<file path="src/rtl/term_pkg.sv">
`default_nettype none
// ============================================================================
// Module   : term_pkg
// Purpose  : Shared state encodings, control codes and cursor helpers.
// Revision : 1.0
// ============================================================================
package term_pkg;

    typedef enum logic [2:0] {
        IDLE       = 3'd0,
        ADDR_CYC   = 3'd1,
        DATA_CYC   = 3'd2,
        CLEAR_ADDR = 3'd3,
        CLEAR_DATA = 3'd4
    } state_t;

    typedef enum logic [1:0] {
        PH_SETUP = 2'd0,
        PH_HIGH  = 2'd1,
        PH_LOW   = 2'd2
    } phase_t;

    localparam logic [7:0] C_BS    = 8'h08;
    localparam logic [7:0] C_LF    = 8'h0A;
    localparam logic [7:0] C_FF    = 8'h0C;
    localparam logic [7:0] C_CR    = 8'h0D;
    localparam logic [7:0] C_SPACE = 8'h20;

    localparam int COLS = 80;
    localparam int ROWS = 25;

    localparam logic [3:0] C_RS_ADDR = 4'd0;
    localparam logic [3:0] C_RS_DATA = 4'd1;

    typedef struct packed {
        logic [4:0] row;
        logic [6:0] col;
    } cursor_t;

    function automatic logic [4:0] row_next(input logic [4:0] row);
        return (row == 5'(ROWS - 1)) ? 5'd0 : row + 5'd1;
    endfunction

    function automatic cursor_t cursor_advance(input cursor_t c);
        cursor_t n;
        n = c;
        if (c.col == 7'(COLS - 1)) begin
            n.col = 7'd0;
            n.row = row_next(c.row);
        end else begin
            n.col = c.col + 7'd1;
        end
        return n;
    endfunction

    // Display RAM address: odd/even row bit above the column.
    function automatic logic [7:0] cell_addr(input logic row_lsb, input logic [6:0] col);
        return {row_lsb, col};
    endfunction

endpackage
`default_nettype wire

</file>
<file path="src/rtl/term_writer_if.sv">
`default_nettype none
// ============================================================================
// Module   : term_writer_if
// Purpose  : Character input handshake, peripheral bus pins and cursor status.
// Revision : 1.0
// ============================================================================
interface term_writer_if;

    logic       in_valid;
    logic       in_ready;
    logic [7:0] in_char;
    logic       bus_clk;
    logic       cs_n;
    logic [3:0] rs;
    logic       wren_n;
    logic [7:0] data_o;
    logic       data_oe;
    logic [6:0] cur_col;
    logic [4:0] cur_row;
    logic       busy;

    modport master (
        output in_valid, in_char,
        input  in_ready, bus_clk, cs_n, rs, wren_n, data_o, data_oe,
               cur_col, cur_row, busy
    );

    modport slave (
        input  in_valid, in_char,
        output in_ready, bus_clk, cs_n, rs, wren_n, data_o, data_oe,
               cur_col, cur_row, busy
    );

endinterface
`default_nettype wire

</file>
<file path="src/rtl/bus_write_phy.sv">
`default_nettype none
// ============================================================================
// Module   : bus_write_phy
// Purpose  : One three-phase peripheral write cycle (SETUP, HIGH, LOW).
// Revision : 1.0
// ============================================================================
module bus_write_phy #(
    parameter int HALF_DIV = 25
) (
    input  wire logic       clk,
    input  wire logic       rst,
    input  wire logic       i_start,
    input  wire logic [3:0] i_rs,
    input  wire logic [7:0] i_data,
    output logic            o_done,
    output logic            o_bus_clk,
    output logic            o_cs_n,
    output logic [3:0]      o_rs,
    output logic            o_wren_n,
    output logic [7:0]      o_data,
    output logic            o_data_oe
);
    import term_pkg::*;

    localparam int              CNT_W      = (HALF_DIV > 1) ? $clog2(HALF_DIV) : 1;
    localparam logic [CNT_W-1:0] C_CNT_LAST = CNT_W'(HALF_DIV - 1);

    logic             r_active;
    phase_t           r_phase;
    logic [CNT_W-1:0] r_cnt;
    logic             w_phase_end;

    assign w_phase_end = (r_cnt == C_CNT_LAST);
    // Done flags the last clk of LOW so the caller can restart after one idle clk.
    assign o_done      = r_active && (r_phase == PH_LOW) && w_phase_end;

    always_ff @(posedge clk) begin
        if (rst) begin
            r_active  <= 1'b0;
            r_phase   <= PH_SETUP;
            r_cnt     <= '0;
            o_bus_clk <= 1'b0;
            o_cs_n    <= 1'b1;
            o_rs      <= 4'd0;
            o_wren_n  <= 1'b1;
            o_data    <= 8'd0;
            o_data_oe <= 1'b0;
        end else if (!r_active) begin
            if (i_start) begin
                r_active  <= 1'b1;
                r_phase   <= PH_SETUP;
                r_cnt     <= '0;
                o_cs_n    <= 1'b0;
                o_wren_n  <= 1'b0;
                o_data_oe <= 1'b1;
                o_rs      <= i_rs;
                o_data    <= i_data;
            end
        end else if (!w_phase_end) begin
            r_cnt <= r_cnt + 1'b1;
        end else begin
            r_cnt <= '0;
            case (r_phase)
                PH_SETUP: begin
                    r_phase   <= PH_HIGH;
                    o_bus_clk <= 1'b1;
                end
                PH_HIGH: begin
                    r_phase   <= PH_LOW;
                    o_bus_clk <= 1'b0;
                end
                default: begin
                    r_active  <= 1'b0;
                    r_phase   <= PH_SETUP;
                    o_cs_n    <= 1'b1;
                    o_wren_n  <= 1'b1;
                    o_data_oe <= 1'b0;
                end
            endcase
        end
    end

endmodule
`default_nettype wire

</file>
<file path="src/rtl/term_writer.sv">
`default_nettype none
// ============================================================================
// Module   : term_writer
// Purpose  : Character terminal writer: cursor tracking, control codes, clear.
// Revision : 1.0
// ============================================================================
module term_writer #(
    parameter int HALF_DIV = 25
) (
    input  wire logic   clk,
    input  wire logic   rst,
    term_writer_if.slave bus
);
    import term_pkg::*;

    state_t     r_state;
    logic       r_in_ready;
    logic       r_busy;
    logic       r_start;
    logic [3:0] r_rs;
    logic [7:0] r_wdata;
    logic [7:0] r_char;
    logic [7:0] r_clr_cnt;
    cursor_t    r_cur;
    cursor_t    r_nxt;

    logic       w_accept;
    logic       w_done;
    logic       w_bus_clk;
    logic       w_cs_n;
    logic [3:0] w_rs;
    logic       w_wren_n;
    logic [7:0] w_data;
    logic       w_data_oe;

    assign w_accept = bus.in_valid && r_in_ready;

    always_ff @(posedge clk) begin
        if (rst) begin
            r_state    <= IDLE;
            r_in_ready <= 1'b0;
            r_busy     <= 1'b0;
            r_start    <= 1'b0;
            r_rs       <= 4'd0;
            r_wdata    <= 8'd0;
            r_char     <= 8'd0;
            r_clr_cnt  <= 8'd0;
            r_cur      <= '0;
            r_nxt      <= '0;
        end else begin
            r_start <= 1'b0;
            case (r_state)
                IDLE: begin
                    r_in_ready <= 1'b1;
                    if (w_accept) begin
                        if (bus.in_char >= C_SPACE) begin
                            r_char     <= bus.in_char;
                            r_nxt      <= cursor_advance(r_cur);
                            r_start    <= 1'b1;
                            r_rs       <= C_RS_ADDR;
                            r_wdata    <= cell_addr(r_cur.row[0], r_cur.col);
                            r_state    <= ADDR_CYC;
                            r_in_ready <= 1'b0;
                            r_busy     <= 1'b1;
                        end else begin
                            case (bus.in_char)
                                C_CR: r_cur.col <= 7'd0;
                                C_LF: r_cur.row <= row_next(r_cur.row);
                                C_BS: if (r_cur.col != 7'd0) begin
                                    r_char     <= C_SPACE;
                                    r_nxt.row  <= r_cur.row;
                                    r_nxt.col  <= r_cur.col - 7'd1;
                                    r_start    <= 1'b1;
                                    r_rs       <= C_RS_ADDR;
                                    r_wdata    <= cell_addr(r_cur.row[0], r_cur.col - 7'd1);
                                    r_state    <= ADDR_CYC;
                                    r_in_ready <= 1'b0;
                                    r_busy     <= 1'b1;
                                end
                                C_FF: begin
                                    r_clr_cnt  <= 8'd0;
                                    r_start    <= 1'b1;
                                    r_rs       <= C_RS_ADDR;
                                    r_wdata    <= 8'd0;
                                    r_state    <= CLEAR_ADDR;
                                    r_in_ready <= 1'b0;
                                    r_busy     <= 1'b1;
                                end
                                default: ;
                            endcase
                        end
                    end
                end
                ADDR_CYC: if (w_done) begin
                    r_start <= 1'b1;
                    r_rs    <= C_RS_DATA;
                    r_wdata <= r_char;
                    r_state <= DATA_CYC;
                end
                DATA_CYC: if (w_done) begin
                    r_cur      <= r_nxt;
                    r_state    <= IDLE;
                    r_in_ready <= 1'b1;
                    r_busy     <= 1'b0;
                end
                CLEAR_ADDR: if (w_done) begin
                    r_start <= 1'b1;
                    r_rs    <= C_RS_DATA;
                    r_wdata <= C_SPACE;
                    r_state <= CLEAR_DATA;
                end
                CLEAR_DATA: if (w_done) begin
                    if (r_clr_cnt == 8'hFF) begin
                        r_cur      <= '0;
                        r_state    <= IDLE;
                        r_in_ready <= 1'b1;
                        r_busy     <= 1'b0;
                    end else begin
                        r_clr_cnt <= r_clr_cnt + 8'd1;
                        r_start   <= 1'b1;
                        r_rs      <= C_RS_ADDR;
                        r_wdata   <= r_clr_cnt + 8'd1;
                        r_state   <= CLEAR_ADDR;
                    end
                end
                default: r_state <= IDLE;
            endcase
        end
    end

    bus_write_phy #(
        .HALF_DIV (HALF_DIV)
    ) u_phy (
        .clk       (clk),
        .rst       (rst),
        .i_start   (r_start),
        .i_rs      (r_rs),
        .i_data    (r_wdata),
        .o_done    (w_done),
        .o_bus_clk (w_bus_clk),
        .o_cs_n    (w_cs_n),
        .o_rs      (w_rs),
        .o_wren_n  (w_wren_n),
        .o_data    (w_data),
        .o_data_oe (w_data_oe)
    );

    assign bus.bus_clk  = w_bus_clk;
    assign bus.cs_n     = w_cs_n;
    assign bus.rs       = w_rs;
    assign bus.wren_n   = w_wren_n;
    assign bus.data_o   = w_data;
    assign bus.data_oe  = w_data_oe;
    assign bus.in_ready = r_in_ready;
    assign bus.busy     = r_busy;
    assign bus.cur_col  = r_cur.col;
    assign bus.cur_row  = r_cur.row;

endmodule
`default_nettype wire

</file>
<file path="src/flat_wrapper.sv">
// flat-port wrapper written by rule: the top's interface ports become plain ports
module term_writer_flat import term_pkg::*;
#(
    parameter int HALF_DIV = 25
)
  (clk, rst, bus_in_valid, bus_in_char, bus_in_ready, bus_bus_clk, bus_cs_n, bus_rs, bus_wren_n, bus_data_o, bus_data_oe, bus_cur_col, bus_cur_row, bus_busy);
  term_writer_if bus_i ();
  input  wire logic clk;
  input  wire logic rst;
  input wire logic [$bits(bus_i.in_valid)-1:0] bus_in_valid;
  input wire logic [$bits(bus_i.in_char)-1:0] bus_in_char;
  output wire logic [$bits(bus_i.in_ready)-1:0] bus_in_ready;
  output wire logic [$bits(bus_i.bus_clk)-1:0] bus_bus_clk;
  output wire logic [$bits(bus_i.cs_n)-1:0] bus_cs_n;
  output wire logic [$bits(bus_i.rs)-1:0] bus_rs;
  output wire logic [$bits(bus_i.wren_n)-1:0] bus_wren_n;
  output wire logic [$bits(bus_i.data_o)-1:0] bus_data_o;
  output wire logic [$bits(bus_i.data_oe)-1:0] bus_data_oe;
  output wire logic [$bits(bus_i.cur_col)-1:0] bus_cur_col;
  output wire logic [$bits(bus_i.cur_row)-1:0] bus_cur_row;
  output wire logic [$bits(bus_i.busy)-1:0] bus_busy;
  assign bus_i.in_valid = bus_in_valid;
  assign bus_i.in_char = bus_in_char;
  assign bus_in_ready = bus_i.in_ready;
  assign bus_bus_clk = bus_i.bus_clk;
  assign bus_cs_n = bus_i.cs_n;
  assign bus_rs = bus_i.rs;
  assign bus_wren_n = bus_i.wren_n;
  assign bus_data_o = bus_i.data_o;
  assign bus_data_oe = bus_i.data_oe;
  assign bus_cur_col = bus_i.cur_col;
  assign bus_cur_row = bus_i.cur_row;
  assign bus_busy = bus_i.busy;
  term_writer #(.HALF_DIV(HALF_DIV)) u_core (.clk(clk), .rst(rst), .bus(bus_i));
endmodule
</file>
<file path="config.mk">
export PLATFORM = sky130hd
export DESIGN_NAME = term_writer_flat
export DESIGN_NICKNAME = d
export VERILOG_FILES = /design/src/rtl/term_pkg.sv /design/src/rtl/term_writer_if.sv /design/src/rtl/bus_write_phy.sv /design/src/rtl/term_writer.sv /design/src/flat_wrapper.sv
export SDC_FILE = /design/constraint.sdc
export NUM_CORES = 1
export LEC_CHECK = 0
export ABC_CLOCK_PERIOD_IN_PS = 5900
export CORE_MARGIN = 4
export CORE_UTILIZATION = 60
export DETAILED_ROUTE_END_ITERATION = 12
export HOLD_SLACK_MARGIN = 0.08
export PLACE_DENSITY_LB_ADDON = 0.3
export SLEW_MARGIN = 10
export SYNTH_ARGS = -nofsm -noshare
export SYNTH_HDL_FRONTEND = slang
export SYNTH_SLANG_ARGS = --single-unit
</file>
<file path="constraint.sdc">
create_clock -name clk -period 5.9 [get_ports clk]
set_clock_uncertainty 0.1 [all_clocks]
set_input_delay 1.18 -clock clk [delete_from_list [all_inputs] [get_ports clk]]
set_output_delay 1.18 -clock clk [all_outputs]
set_load 0.01 [all_outputs]
</file>
==> parameters.txt <==
Parameter                              Value

Synthesis
  Netlist area before placement    4250 µm²
  Number of enable-type register cells in the synthesized netlist    0
  Number of flip-flops and latches in the synthesized netlist    75
  Synthesis Warnings    0
  Synth Area per Inst    8.10 µm²
  Most frequent cell after synthesis    sky130_fd_sc_hd__dfxtp_1
  Largest cells by area after synthesis    sky130_fd_sc_hd__dfxtp_1 35%, sky130_fd_sc_hd__nand2_1 5.5%, sky130_fd_sc_hd__a21oi_1 5.3%
  Synth area leader    sky130_fd_sc_hd__dfxtp_1
  Sequential area share after synthesis    between 30% and 40%
  Post-synth ARST share    0%
  Synthesized instance count    525
  Top cells by count, synth    75 x sky130_fd_sc_hd__dfxtp_1, 62 x sky130_fd_sc_hd__nand2_1, 59 x sky130_fd_sc_hd__nor2_1
  Number of distinct library cell variants in the gate-level netlist after synthesis    65
  Most instantiated flip-flop cell in the synthesis netlist    sky130_fd_sc_hd__dfxtp_1
  Share of the synthesized area in the top cell type    approximately a third

Floorplan
  Effective utilization at floorplan    62.2%
  Width of the chip    92.2 µm
  Number of top-level pins    between 40 and 50
  DIE AREA    around 8500 µm²
  Row count    30
  Die Y-Extent    a little over 90 µm
  Core Area    6830 µm²

Critical path
  Peak per-stage delay on the critical path    between 0.7 and 0.8 ns
  FF-to-FF setup slack    between 3 and 4 ns
  Crit path max fanout    18
  Critical path endpoint category    flop
  CP startpoint    bus_in_char[7]
  Family of cells with the greatest summed delay on the critical path    simple AND/OR/NAND/NOR gates
  Start-to-end type of the worst setup path    in -> reg
  Worst Reg-to-Reg Cells    7
  Startpoint of the lowest-slack register-to-register path    u_core.bus.cur_col[0]$_SDFFE_PP0P_
  Cell type of the slowest stage on the worst timing path    sky130_fd_sc_hd__nor3_4
  Critical Path, Cell by Cell    clkdlybuf4s50_1 > nor3_4 > and4b_1 > o21ai_1 > a21oi_4 > o311a_1 > nor3_1
  Buffer and inverter count on the worst path    1
  Data arrival time of the critical path    roughly 3.4 ns
  Req. time, crit path    around 6.0 ns
  Reg-to-reg critical path endpoint    u_core.r_nxt[9]$_SDFFE_PP0P_
  Nature of the critical path startpoint    input pin

Min path
  Endpoint of the worst hold path    u_core.u_phy.o_data[3]$_SDFFE_PP0P_
  Hold WC Path Type    reg -> reg
  Worst hold path startpoint    u_core.r_wdata[3]$_SDFFE_PP0P_
  Number of cells on the worst hold path    2

Power and ir drop
  PD cells    323 nW/µm²
  Peak supply drop    between 0.15 and 0.2 mV
  Leak Pwr    1.62 nW

Cells and area
  Count of non-filler cells in the finished layout    637
  Antenna Cells    0
  Final design instance area without fill    4740 µm²
  Net total in the final layout    555
  Layout cells sized above 1    7.21%
  Fin util    69.4%
  Area added between synthesis and finish    11.5%

Placement
  Worst slack after detailed placement    2.27 ns
  Port bufs    37
  Half-perimeter wire length after detailed placement    roughly 7000 µm
  Placed cell areas    4540 µm²
  DP Cell Count    621
  Final GP Congestion    0.911

Timing
  Worst Tran Pin Value    around 0.84 ns
  Minimum clock period after layout    3.30 ns
  # setup viols final    0
  Share of the cycle needed by the critical path after routing    55.9%
  Achievable clock frequency    303 MHz
  Final hold vios    0
  RSZ-0062 raised after global routing    false
  Setup ws final    2.60 ns
  Normalized max-slew margin    a little over two fifths
  Total count of max-transition violations in the final report    0
  Setup TNS after final layout    0 ns

Global routing
  Pin count of the biggest net entering global routing    46
  Leftover overflow at the end of global routing    0
  Most utilized layer in the global route result    met2
  Met2 Track Usage GR    36.7%
  Number of global-route vias before repair    3483
  Global-route wire length before repair    16400 µm
  Total global-route track usage    roughly a quarter
  GRT met3 Usage    4.84%
  GR Layer Usage met1    31.7%
  Initial antenna violation count    0

Status
  Status    completed

Clock network
  Clock Path Buffers    2
  Buffer count from post-CTS setup fixing    0
  Clock insertion delay at the later pin of the skew report    0.36 ns
  Clock tree from TritonCTS    done
  Maximum level of the CTS H-tree    3
  Count of clock tree sinks    75
  Post_cts resized    0
  Root buffer cell    sky130_fd_sc_hd__clkbuf_8
  CTS Hold Buffers Added    0
  Clock transition at the registers of the reported paths    0.09 ns
  CTS Buf Count    9

Detailed routing
  Routed wire length per instance    15.3 µm
  Routed via count    3879
  First-iteration detailed-routing DRC count    233
  Via-to-Cell Ratio    6.09
  Remaining antenna violation count    0
  Post-detailed-routing wire length    9770 µm
  Number of search-and-repair iterations in the first detailed-routing pass    7
  DRC violations left    0

Job
  Number of maximum-capacitance violations    0
## metal layers
layer | routed length (µm) | vias up
li1 | - | 1906
met1 | 4480 | 1827
met2 | 4530 | 128
met3 | 574 | 18
met4 | 191 | 0
met5 | 0 | -
## layout make-up
type / count / area, µm²
inverter: 12 / 45.0
sequential: 75 / 1500
fill: 580 / 2090
timing repair buffer: 39 / 380
tap: 96 / 120
multi-input combinational: 399 / 2490
clock inverter: 7 / 76.3
clock buffer: 9 / 124
## cells by family (layout without fill, tap and decap cells)
family                     Yosys count  after routing  synth area share [%]
and+or+nand+nor                    219            219                  26.8
AOI/OAI and AO/OA                  148            148                  24.6
DFF                                 75             75                  35.3
buffers and inverters               53             67                  6.18
xor gates and xnor gates            11             11                  2.27
muxes                               10             10                  2.38
adders and majority gates            8              8                  2.36
other                                1              3                0.0882
## report_power, final
part,internal (mW),switching (mW)
sequential,0.584,0.0766
clock,0.198,0.203
combinational,0.191,0.278
total,0.973,0.558
## worst max-delay path by stage
stage / endpoint / slack (ns) / cells past startpoint
after floorplan: u_core.r_clr_cnt[7]$_SDFFE_PP0P_ / 3.23 / 7
after global placement: u_core.bus.cur_row[3]$_SDFFE_PP0P_ / 2.32 / 7
after detailed placement: u_core.bus.cur_row[3]$_SDFFE_PP0P_ / 2.27 / 7
after CTS: u_core.bus.cur_row[3]$_SDFFE_PP0P_ / 2.64 / 7
after global routing: u_core.bus.cur_col[6]$_SDFFE_PP0P_ / 2.48 / 6
final: u_core.bus.cur_row[3]$_SDFFE_PP0P_ / 2.60 / 7
## cells in the final DEF, fill, tap and decap left out, drive strengths merged, types with 17 or more instances in the layout
master         instances
nor3                  23
a211oi                20
nand3                 23
a22oi                 17
nor2                  61
a21oi                 47
clkdlybuf4s50         36
nand2                 62
dfxtp                 75
o21ai                 20
## tightest hold or removal path, cell delays in order (launching register included)
cell and delay, ns:
sky130_fd_sc_hd__dfxtp_1 0.31, sky130_fd_sc_hd__nand2_1 0.05, sky130_fd_sc_hd__a21oi_1 0.05
## stage by stage
step / total power, mW / hold WS (ns)
global placement: 1.12 / 0.340
finish: 1.53 / 0.350
detailed placement: 1.13 / 0.345
CTS: 1.53 / 0.355
floorplan: 1.04 / 0.327
global route: 1.63 / 0.374
## sequential cells by signal, summed over array words and instances (netlist names)
signal / cells
u_core.bus.busy: 1
u_core.bus.cur_col: 7
u_core.bus.cur_row: 5
u_core.bus.in_ready: 1
u_core.r_char: 8
u_core.r_clr_cnt: 8
u_core.r_nxt: 12
u_core.r_rs: 1
u_core.r_start: 1
u_core.r_state: 3
u_core.r_wdata: 8
u_core.u_phy.o_bus_clk: 1
u_core.u_phy.o_data: 8
u_core.u_phy.o_data_oe: 1
u_core.u_phy.o_rs: 1
u_core.u_phy.o_wren_n: 1
u_core.u_phy.r_active: 1
u_core.u_phy.r_cnt: 5
u_core.u_phy.r_phase: 2
(Power assumes the default switching activity.)
